File: src/rtl/psram_arb_pkg.sv
// Shared types and helpers for the PSRAM request arbiter.
//
// Contents
//   arb_state_t             arbiter FSM state encoding
//   DEFAULT_TIMEOUT_CYCLES  default watchdog limit in cycles (mem_req rise to mem_ack rise)
//   MAX_REQ                 largest supported requester count
//   rr_pick()               round-robin search for the first set request after a pointer

package psram_arb_pkg;

    typedef enum logic [2:0] {
        IDLE,
        ISSUE,
        WAIT_ACK,
        WAIT_REL,
        RESP
    } arb_state_t;

    localparam int unsigned DEFAULT_TIMEOUT_CYCLES = 255;
    localparam int unsigned MAX_REQ                = 8;

    // Returns the index of the first set bit in req[num_req-1:0], searching
    // from rr+1 upward and wrapping. Returns 0 when nothing is set.
    // The caller must keep rr < num_req.
    function automatic logic [2:0] rr_pick(
        input logic [MAX_REQ-1:0] req,
        input logic [2:0]         rr,
        input int unsigned        num_req
    );
        logic [2:0]  pick;
        logic        found;
        int unsigned idx;
        // NOTE: every local gets a value before the loop, so no path leaves
        // one holding an old value and combinational users infer no latch.
        pick  = '0;
        found = 1'b0;
        idx   = 0;
        for (int unsigned i = 1; i <= MAX_REQ; i++) begin
            if (i <= num_req) begin
                // rr < num_req and i <= num_req, so a single subtraction wraps.
                idx = 32'(rr) + i;
                if (idx >= num_req) begin
                    idx = idx - num_req;
                end
                if (!found && req[idx[2:0]]) begin
                    pick  = idx[2:0];
                    found = 1'b1;
                end
            end
        end
        return pick;
    endfunction

endpackage

File: src/rtl/psram_rr_picker.sv
// Combinational round-robin picker.
//
// Ports
//   req    in  NUM_REQ  request vector to search
//   rr     in  ID_W     pointer to the most recently served requester
//   idx    out ID_W     first set request after rr (wrapping)
//   valid  out 1        at least one request is set

module psram_rr_picker
    import psram_arb_pkg::*;
#(
    parameter int unsigned NUM_REQ = 2,
    localparam int unsigned ID_W   = $clog2(NUM_REQ)
) (
    input  logic [NUM_REQ-1:0] req,
    input  logic [ID_W-1:0]    rr,
    output logic [ID_W-1:0]    idx,
    output logic               valid
);

    logic [MAX_REQ-1:0] req_ext;
    logic [2:0]         pick;

    assign req_ext = MAX_REQ'(req);
    assign pick    = rr_pick(req_ext, 3'(rr), NUM_REQ);
    assign idx     = ID_W'(pick);
    assign valid   = |req;

endmodule

File: src/rtl/psram_request_arbiter.sv
// Shares one QSPI PSRAM controller port among NUM_REQ requesters with
// round-robin arbitration and 4-phase req/ack handshakes on both sides.
// A watchdog aborts a grant whose memory ack does not arrive within
// TIMEOUT_CYCLES and reports it through req_err.
//
// Build option
//   PSRAM_ARB_PRIORITY_EN  requester 0 always wins in IDLE; the rest rotate
//                          among themselves and requester 0 never moves rr.
//
// Ports
//   clk, reset        single clock, synchronous active-high reset
//   req/req_nwr       per-requester request level and direction (1 = write)
//   req_address       packed addresses, requester i at [i*ADDRESS_SIZE +: ADDRESS_SIZE]
//   req_data_in       packed write data, requester i at [i*DATA_WIDTH +: DATA_WIDTH]
//   req_data_out      shared read data, held until the next read completes
//   req_ack/req_err   per-requester ack level and timeout flag
//   mem_*             request/ack port toward the PSRAM controller
//   grant_id          current or last granted requester
//   busy              FSM is outside IDLE

module psram_request_arbiter
    import psram_arb_pkg::*;
#(
    parameter int unsigned NUM_REQ        = 2,
    parameter int unsigned ADDRESS_SIZE   = 24,
    parameter int unsigned DATA_WIDTH     = 32,
    parameter int unsigned TIMEOUT_CYCLES = DEFAULT_TIMEOUT_CYCLES
) (
    input  logic                           clk,
    input  logic                           reset,
    input  logic [NUM_REQ-1:0]             req,
    input  logic [NUM_REQ-1:0]             req_nwr,
    input  logic [NUM_REQ*ADDRESS_SIZE-1:0] req_address,
    input  logic [NUM_REQ*DATA_WIDTH-1:0]  req_data_in,
    output logic [DATA_WIDTH-1:0]          req_data_out,
    output logic [NUM_REQ-1:0]             req_ack,
    output logic [NUM_REQ-1:0]             req_err,
    output logic                           mem_req,
    output logic                           mem_nwr,
    output logic [ADDRESS_SIZE-1:0]        mem_address,
    output logic [DATA_WIDTH-1:0]          mem_data_out,
    input  logic [DATA_WIDTH-1:0]          mem_data_in,
    input  logic                           mem_ack,
    output logic [$clog2(NUM_REQ)-1:0]     grant_id,
    output logic                           busy
);

    localparam int unsigned ID_W         = $clog2(NUM_REQ);
    localparam logic [15:0] TIMEOUT_LAST = 16'(TIMEOUT_CYCLES - 1);

    arb_state_t          state;
    logic [ID_W-1:0]     rr;
    logic [ID_W-1:0]     pick_id;
    logic [ID_W-1:0]     next_id;
    logic                pick_valid;
    logic                any_req;
    logic [NUM_REQ-1:0]  pick_req;
    logic                err;
    logic [15:0]         counter;

`ifdef PSRAM_ARB_PRIORITY_EN
    // Requester 0 is taken out of the rotation and overrides it.
    assign pick_req = req & ~NUM_REQ'(1);
    assign next_id  = req[0] ? '0 : pick_id;
    assign any_req  = req[0] | pick_valid;
`else
    assign pick_req = req;
    assign next_id  = pick_id;
    assign any_req  = pick_valid;
`endif

    psram_rr_picker #(
        .NUM_REQ (NUM_REQ)
    ) u_picker (
        .req   (pick_req),
        .rr    (rr),
        .idx   (pick_id),
        .valid (pick_valid)
    );

    assign busy = (state != IDLE);

    // NOTE: sequential state is written with <= only, so every register in
    // this block samples the values from before the clock edge.
    always_ff @(posedge clk) begin
        if (reset) begin
            state        <= IDLE;
            rr           <= '0;
            counter      <= '0;
            err          <= 1'b0;
            grant_id     <= '0;
            mem_req      <= 1'b0;
            mem_nwr      <= 1'b0;
            mem_address  <= '0;
            mem_data_out <= '0;
            req_data_out <= '0;
            req_ack      <= '0;
            req_err      <= '0;
        end else begin
            unique case (state)
                IDLE: begin
                    // The mem_* registers double as the latch for the granted request.
                    if (any_req) begin
                        grant_id     <= next_id;
                        mem_nwr      <= req_nwr[next_id];
                        mem_address  <= req_address[32'(next_id)*ADDRESS_SIZE +: ADDRESS_SIZE];
                        mem_data_out <= req_data_in[32'(next_id)*DATA_WIDTH +: DATA_WIDTH];
                        state        <= ISSUE;
                    end
                end
                ISSUE: begin
                    mem_req <= 1'b1;
                    counter <= '0;
                    state   <= WAIT_ACK;
                end
                WAIT_ACK: begin
                    if (mem_ack) begin
                        if (!mem_nwr) begin
                            req_data_out <= mem_data_in;
                        end
                        mem_req <= 1'b0;
                        state   <= WAIT_REL;
                    end else if (counter == TIMEOUT_LAST) begin
                        // Abort; a late ack is absorbed by waiting for it to fall.
                        mem_req <= 1'b0;
                        err     <= 1'b1;
                        state   <= WAIT_REL;
                    end else begin
                        counter <= counter + 16'd1;
                    end
                end
                WAIT_REL: begin
                    if (!mem_ack) begin
                        req_ack[grant_id] <= 1'b1;
                        req_err[grant_id] <= err;
                        state             <= RESP;
                    end
                end
                RESP: begin
                    if (!req[grant_id]) begin
                        req_ack <= '0;
                        req_err <= '0;
                        err     <= 1'b0;
`ifdef PSRAM_ARB_PRIORITY_EN
                        if (grant_id != '0) begin
                            rr <= grant_id;
                        end
`else
                        rr <= grant_id;
`endif
                        state <= IDLE;
                    end
                end
                default: state <= IDLE;
            endcase
        end
    end

endmodule

File: config.mk
export PLATFORM = sky130hd
export DESIGN_NAME = psram_request_arbiter
export DESIGN_NICKNAME = d
export VERILOG_FILES = /design/src/rtl/psram_arb_pkg.sv /design/src/rtl/psram_rr_picker.sv /design/src/rtl/psram_request_arbiter.sv
export SDC_FILE = /design/constraint.sdc
export NUM_CORES = 1
export LEC_CHECK = 0
export BUFFER_PORTS_ARGS = -buffer_cell sky130_fd_sc_hd__buf_2
export CORE_MARGIN = 10
export CORE_UTILIZATION = 51
export CTS_BUF_LIST = sky130_fd_sc_hd__clkbuf_4 sky130_fd_sc_hd__clkbuf_8
export DETAILED_ROUTE_END_ITERATION = 8
export GPL_TIMING_DRIVEN = 0
export PLACE_DENSITY = 0.85
export SLEW_MARGIN = 15
export SYNTH_ARGS = -nofsm -noshare
export SYNTH_HDL_FRONTEND = slang
export SYNTH_SLANG_ARGS = --single-unit
File: constraint.sdc
create_clock -name clk -period 5.88 [get_ports clk]
set_input_delay 1.176 -clock clk [delete_from_list [all_inputs] [get_ports clk]]
set_output_delay 1.176 -clock clk [all_outputs]
set_load 0.03 [all_outputs]
Word level (Yosys, flattened, before mapping)
Index checks and enable logic that the tools add are counted.
- register bits after elaboration: 116
- input bits: 151
- bitwise gates (word level): 3
- $mul: 1
- add/subtract/negate cells: 5
- magnitude comparators: 7
- reductions and logical operators: 17
- mux-type cells: 37
- equality and inequality tests: 12
- shift operators: 2
- operators by type and width (cell ; number):
    32-bit by 2-bit >= comparator with 1-bit output (second input constant) ; 2
    64-bit by 7-bit indexed part select with 32-bit output ; 1
    48-bit by 7-bit indexed part select with 24-bit output ; 1
    16-bit 2-to-1 mux ; 2
    16-bit one-hot mux with 2 select lines ; 1
    3-bit 2-to-1 mux ; 7
    16-bit by 1-bit adder with 16-bit output (second input constant) ; 1
    16-bit by 8-bit == test with 1-bit output (second input constant) ; 1
    1-bit 2-to-1 mux ; 15
    3-bit one-hot mux with 5 select lines ; 1
    2-bit != test (second input constant) ; 6
    3-bit AND reduction ; 3
    3-bit by 4-bit < comparator with 1-bit output (second input constant) ; 2
    2-bit one-hot mux with 2 select lines ; 2
    4-bit AND reduction ; 2
    1-bit binary-select mux with 3-bit select ; 2
    3-bit by 2-bit == test with 1-bit output (second input constant) ; 2
    2-bit 2-to-1 mux ; 3
    2-bit AND reduction ; 3
    2-bit nonzero test ; 3
    3-bit by 2-bit subtractor with 3-bit output (second input constant) ; 2
    1-bit by 2-bit < comparator with 1-bit output (second input constant) ; 2
    1-bit one-hot mux with 2 select lines ; 2
    1-bit by 2-bit adder with 3-bit output (second input constant) ; 1
    other kinds (15) ; 17

Longest topological paths before layout
- depth after elaboration: 11
- depth in mapped cells: 8

By module
Synthesis repeated with hierarchy kept, for this count alone.
- cells, all modules: 581
- area total of the unflattened synthesis: 5074.9 um^2
- modules (own cells, without submodules) (module ; instances ; cells an instance ; area each (um^2) ; seq. area each (um^2)):
    psram_request_arbiter ; 1 ; 579 ; 5061.1 ; 2322.2
    psram_rr_picker ; 1 ; 2 ; 13.8 ; 0.0

Worst setup path after synthesis
No wires, ideal clock.
- path kind: in2reg
- from: input port mem_ack
- to: register counter[13]
- path buffers: 2
- setup slack: 3.137 ns
- setup time: 0.127 ns
- stages: 7
- required time: 5.753 ns
- arrival: 2.617 ns
- cells stage by stage: buf_6 > or4b_4 > buf_6 > a2111oi_4 > nand3_1 > xor2_1 > nor2_2
- longest elaborated chain between the ends: 2
- ends and longest elaborated chain (element ; RTL line ; source):
    from (decl) ; psram_request_arbiter.sv:43 ; input logic mem_ack,
    2-bit != test (no line) ; - ;
    3-bit AND reduction (no line) ; - ;
    to (signal assigned) ; psram_request_arbiter.sv:129 ; counter <= counter + 16'd1;
    to (decl) ; psram_request_arbiter.sv:59 ; logic [15:0] counter;
Every way passes these cells.
A chain may end at the register's enable or synchronous reset.

Final worst setup path
- from: register state[0]
- to: output port busy
- longest elaborated chain between the ends: 1
- ends and longest elaborated chain (element ; RTL line ; source):
    from (decl) ; psram_request_arbiter.sv:51 ; arb_state_t state;
    from (signal assigned) ; psram_request_arbiter.sv:87 ; state <= IDLE;
    from (signal assigned) ; psram_request_arbiter.sv:108 ; state <= ISSUE;
    from (signal assigned) ; psram_request_arbiter.sv:114 ; state <= WAIT_ACK;
    3-bit nonzero test ; psram_request_arbiter.sv:81 ; assign busy = (state != IDLE);
    to (decl) ; psram_request_arbiter.sv:45 ; output logic busy
Every way passes these cells.

==> metrics.md <==
| Metric | Value |
|---|---|
| Horiz. Die Dim | `around 120 µm` |
| Global-route wire length before repair | `27.0 mm` |
| Total Wirelength | `between 15 and 20 mm` |
| Mean routed wirelength per cell | `18.1 µm` |
| Detailed placement HPWL | `between 10 and 15 mm` |
| Quantity of I/O buffers inserted on ports | `between 200 and 250` |
| Buffers inserted during post-CTS setup optimization | `0` |
| Startpoint class of the critical path | `flip-flop` |
| Total gr overflow | `0` |
| Number of H-tree levels | `4` |
| Static leakage | `roughly 3.1 nW` |
| Pwr dens | `between 300 and 400 nW/µm²` |
| Count of clock tree sinks | `roughly 120` |
| Largest area contributor in the netlist | `sky130_fd_sc_hd__dfxtp_1` |
| Ratio of cells with drive above 1 in the final layout | `37.2%` |
| VDD IR max | `between 150 and 200 µV` |
| Most instantiated cells after synthesis | `sky130_fd_sc_hd__dfxtp_1, sky130_fd_sc_hd__nor2_1, sky130_fd_sc_hd__nand2_1` |
| Remaining antenna violation count | `0` |
| Status | `finished clean` |
| Fill cells | `727` |
| Row Count | `35` |
| Final standard cell utilization of the core | `between 70% and 80%` |
| Number of global-route vias before repair | `5,437` |
| EDFF count, synth | `0` |
| CTS tree | `done` |
| Share of the synthesized area in compound gates (AO/OA/AOI/OAI) | `15.9%` |
| CORE AREA | `approximately 9400 µm²` |
| Hold_buf cts | `0` |
| Final worst-path cycle share | `48.8%` |
| Register area share after synthesis | `46.7%` |
| CTS Buf Count | `17` |
| Max Fanout on Critical Path | `10` |
| XOR/XNOR share of the synthesized area | `1.23%` |
| Worst Path Required | `around 4.7 ns` |
| Clock tree root driver cell | `sky130_fd_sc_hd__clkbuf_8` |
| RePlAce Congestion | `a little under 0.9` |
| Maximum clock path buffer count | `2` |
| Unique masters post-synth | `43` |
| DIE HEIGHT | `119 µm` |
| Cells after Synth | `between 500 and 600` |
| Hold Crit Class | `reg -> reg` |
| Flip-flop cell with the highest count after synthesis | `sky130_fd_sc_hd__dfxtp_1` |
| Combinational family with the most area after synthesis | `simple AND/OR/NAND/NOR gates` |
| Post-synth design cell area | `4970 µm²` |
| Type of the worst setup path | `reg -> out` |
| Maximum number of pins on one net before global-route repair | `17` |
| Synth Warn # | `0` |
| Synthesized-area fraction occupied by and/or/nand/nor cells | `18.8%` |
| Data arrival at the endpoint of the critical path | `between 1.5 and 2 ns` |
| Most common cell in the netlist | `sky130_fd_sc_hd__dfxtp_1` |
| I/O pins | `247` |
| Portion of synthesized cell area occupied by the leading cell type | `between 40 and 50%` |
| Final setup violation count | `0` |
| Final count of pins violating max slew | `0` |
| Worst clock skew on the final layout | `between 0.01 and 0.015 ns` |
| Post-synthesis mux area share | `between 10% and 20%` |
| Tmin final | `~2.9 ns` |
| DR DRC count | `0` |
| Post-Route Setup TNS | `0 ns` |
| Critical Path Sink Type | `output pin` |
| Post-synthesis share of cell area spent on full adders, half adders and majority gates | `0.503%` |
| Flip-flop and latch count after synthesis | `116` |
| Die area | `approximately 14,000 µm²` |
| Violation count after the first detailed-route iteration | `about 460` |
| Synth-to-Final Area Change | `35.8%` |
| Via density | `between 5 and 6` |
| Clock Pin Slew Worst Setup and Hold Paths | `around 0.080 ns` |
| Final Hold Vio Count | `0` |
| Max-Cap Viols | `0` |
| Footprint of the multi-input gates | `2430 µm²` |
| Starting Density | `a little over half` |
| Via count | `5,292` |
| Net count of the finished layout | `979` |
| Tot GR Track Use | `23.5%` |
| Share of flip-flops with an asynchronous set or reset | `0%` |
| Initial antenna violation count | `2` |
| Maximum achievable frequency | `approximately 0.35 GHz` |
| Most area-consuming cells after synthesis | `sky130_fd_sc_hd__dfxtp_1, sky130_fd_sc_hd__mux2i_1, sky130_fd_sc_hd__a211oi_1, sky130_fd_sc_hd__nor2_1, sky130_fd_sc_hd__nand2_1` |
| Sequential cell area | `between 2000 and 2500 µm²` |
| Unrepaired setup endpoints after global routing | `false` |
| PostCTS Resize Cnt | `0` |
| Actual transition at the worst max-transition pin | `roughly 0.85 ns` |
| Synthesized Nets | `approximately 720` |
| Normalized max-slew margin | `42.8%` |
| Clk_lat worst skew | `0.45 ns` |
| Number of iterations in the first detailed-routing pass | `5` |
| Syn_area_per_cell | `about 8.8 µm²` |
-- critical path: stages (launching register included) --
cell	delay, ns
sky130_fd_sc_hd__dfxtp_1	0.33
sky130_fd_sc_hd__clkbuf_1	0.21
sky130_fd_sc_hd__or3_1	0.48
sky130_fd_sc_hd__buf_2	0.23
-- layout make-up --
| type | count | share of cell area (%) |
|---|---|---|
| timing repair buffer | 244 | 18.1 |
| clock inverter | 15 | 2.37 |
| antenna | 2 | 0.0741 |
| multi-input combinational | 400 | 36.0 |
| inverter | 3 | 0.167 |
| clock buffer | 17 | 3.46 |
| tap | 129 | 2.39 |
| sequential | 116 | 34.4 |
| buffer | 44 | 3.07 |
-- worst paths after layout --
| path | from | end | slack [ns] | depth (start not counted) |
|---|---|---|---|---|
| max | state[0] | busy | 3.01 | 3 |
| min | req_data_out[22] | req_data_out[22] | 0.45 | 2 |
| max reg2reg | counter[11] | counter[12] | 3.68 | 6 |
| min reg2reg | req_data_out[22] | req_data_out[22] | 0.45 | 2 |
-- layer usage --
layer	wire length, µm	part of all wire [%]	vias up	GRT usage [%]
met3	1910	11	36	10.3
met4	473	2.7	0	11.1
met1	6410	36	2439	24.0
li1	-	-	2520	-
met2	8790	50	297	40.3
met5	0	0	-	0
-- flip-flops by register name, summed over array words and instances (netlist names) --
| register | count |
|---|---|
| rr | 1 |
| mem_address | 24 |
| counter | 16 |
| err | 1 |
| req_ack | 2 |
| mem_data_out | 32 |
| mem_req | 1 |
| mem_nwr | 1 |
| req_data_out | 32 |
| req_err | 2 |
| grant_id | 1 |
| state | 3 |
-- power by group --
part / switching, mW / internal (mW)
sequential: 0.0402 / 0.858
combinational: 0.360 / 0.179
clock: 0.382 / 0.351
-- per-stage QoR --
| step | worst slack [ns] | hold slack (ns) | std cells | instance area, µm² | power, mW |
|---|---|---|---|---|---|
| after floorplan | 3.14 | 0.460 | 563 | 4970 | 1.26 |
| after global placement | 3.07 | 0.439 | 936 | 6360 | 1.43 |
| after detailed placement | 2.97 | 0.445 | 936 | 6360 | 1.45 |
| after CTS | 3.00 | 0.457 | 968 | 6750 | 2.18 |
| after global routing | 2.91 | 0.474 | 970 | 6760 | 2.26 |
| final | 3.01 | 0.454 | 970 | 6760 | 2.17 |
-- cells by family after synthesis --
logic type	Yosys count
AO/OA/AOI/OAI	119
XOR/XNOR	7
adder cells (fa/ha/maj)	2
buffers and inverters	47
flip-flops	116
multiplexers	61
AND/OR/NAND/NOR	211
-- layout by cell type (no fill, tap or decap), types with 2 or more instances in the layout --
cell / Yosys / routed
sky130_fd_sc_hd__mux2i_1: 57 / 57
sky130_fd_sc_hd__buf_2: 19 / 263
sky130_fd_sc_hd__nand2_1: 72 / 72
sky130_fd_sc_hd__a31oi_1: 3 / 3
sky130_fd_sc_hd__or3b_2: 3 / 3
sky130_fd_sc_hd__inv_6: 0 / 8
sky130_fd_sc_hd__diode_2: 0 / 2
sky130_fd_sc_hd__inv_1: 3 / 3
sky130_fd_sc_hd__and3_1: 2 / 2
sky130_fd_sc_hd__nand2b_1: 2 / 2
sky130_fd_sc_hd__nor4_1: 5 / 5
sky130_fd_sc_hd__nor4b_1: 2 / 2
sky130_fd_sc_hd__clkbuf_8: 0 / 17
sky130_fd_sc_hd__a211oi_1: 57 / 57
sky130_fd_sc_hd__nand3_1: 8 / 8
sky130_fd_sc_hd__buf_6: 2 / 2
sky130_fd_sc_hd__clkinv_4: 0 / 2
sky130_fd_sc_hd__xor2_1: 3 / 3
sky130_fd_sc_hd__a21oi_1: 43 / 43
sky130_fd_sc_hd__nand4_1: 5 / 5
sky130_fd_sc_hd__dfxtp_1: 116 / 116
sky130_fd_sc_hd__o21ai_0: 7 / 7
sky130_fd_sc_hd__ha_1: 2 / 2
sky130_fd_sc_hd__clkbuf_1: 17 / 17
sky130_fd_sc_hd__a311oi_1: 2 / 2
sky130_fd_sc_hd__nor3b_1: 2 / 2
sky130_fd_sc_hd__and4_1: 2 / 2
sky130_fd_sc_hd__nor3_1: 11 / 11
sky130_fd_sc_hd__xnor2_1: 4 / 4
sky130_fd_sc_hd__buf_1: 5 / 5
sky130_fd_sc_hd__mux2_2: 4 / 4
sky130_fd_sc_hd__nor2_1: 88 / 88
sky130_fd_sc_hd__clkinvlp_4: 0 / 2
sky130_fd_sc_hd__nor2_2: 3 / 3
(Power assumes the default switching activity.)
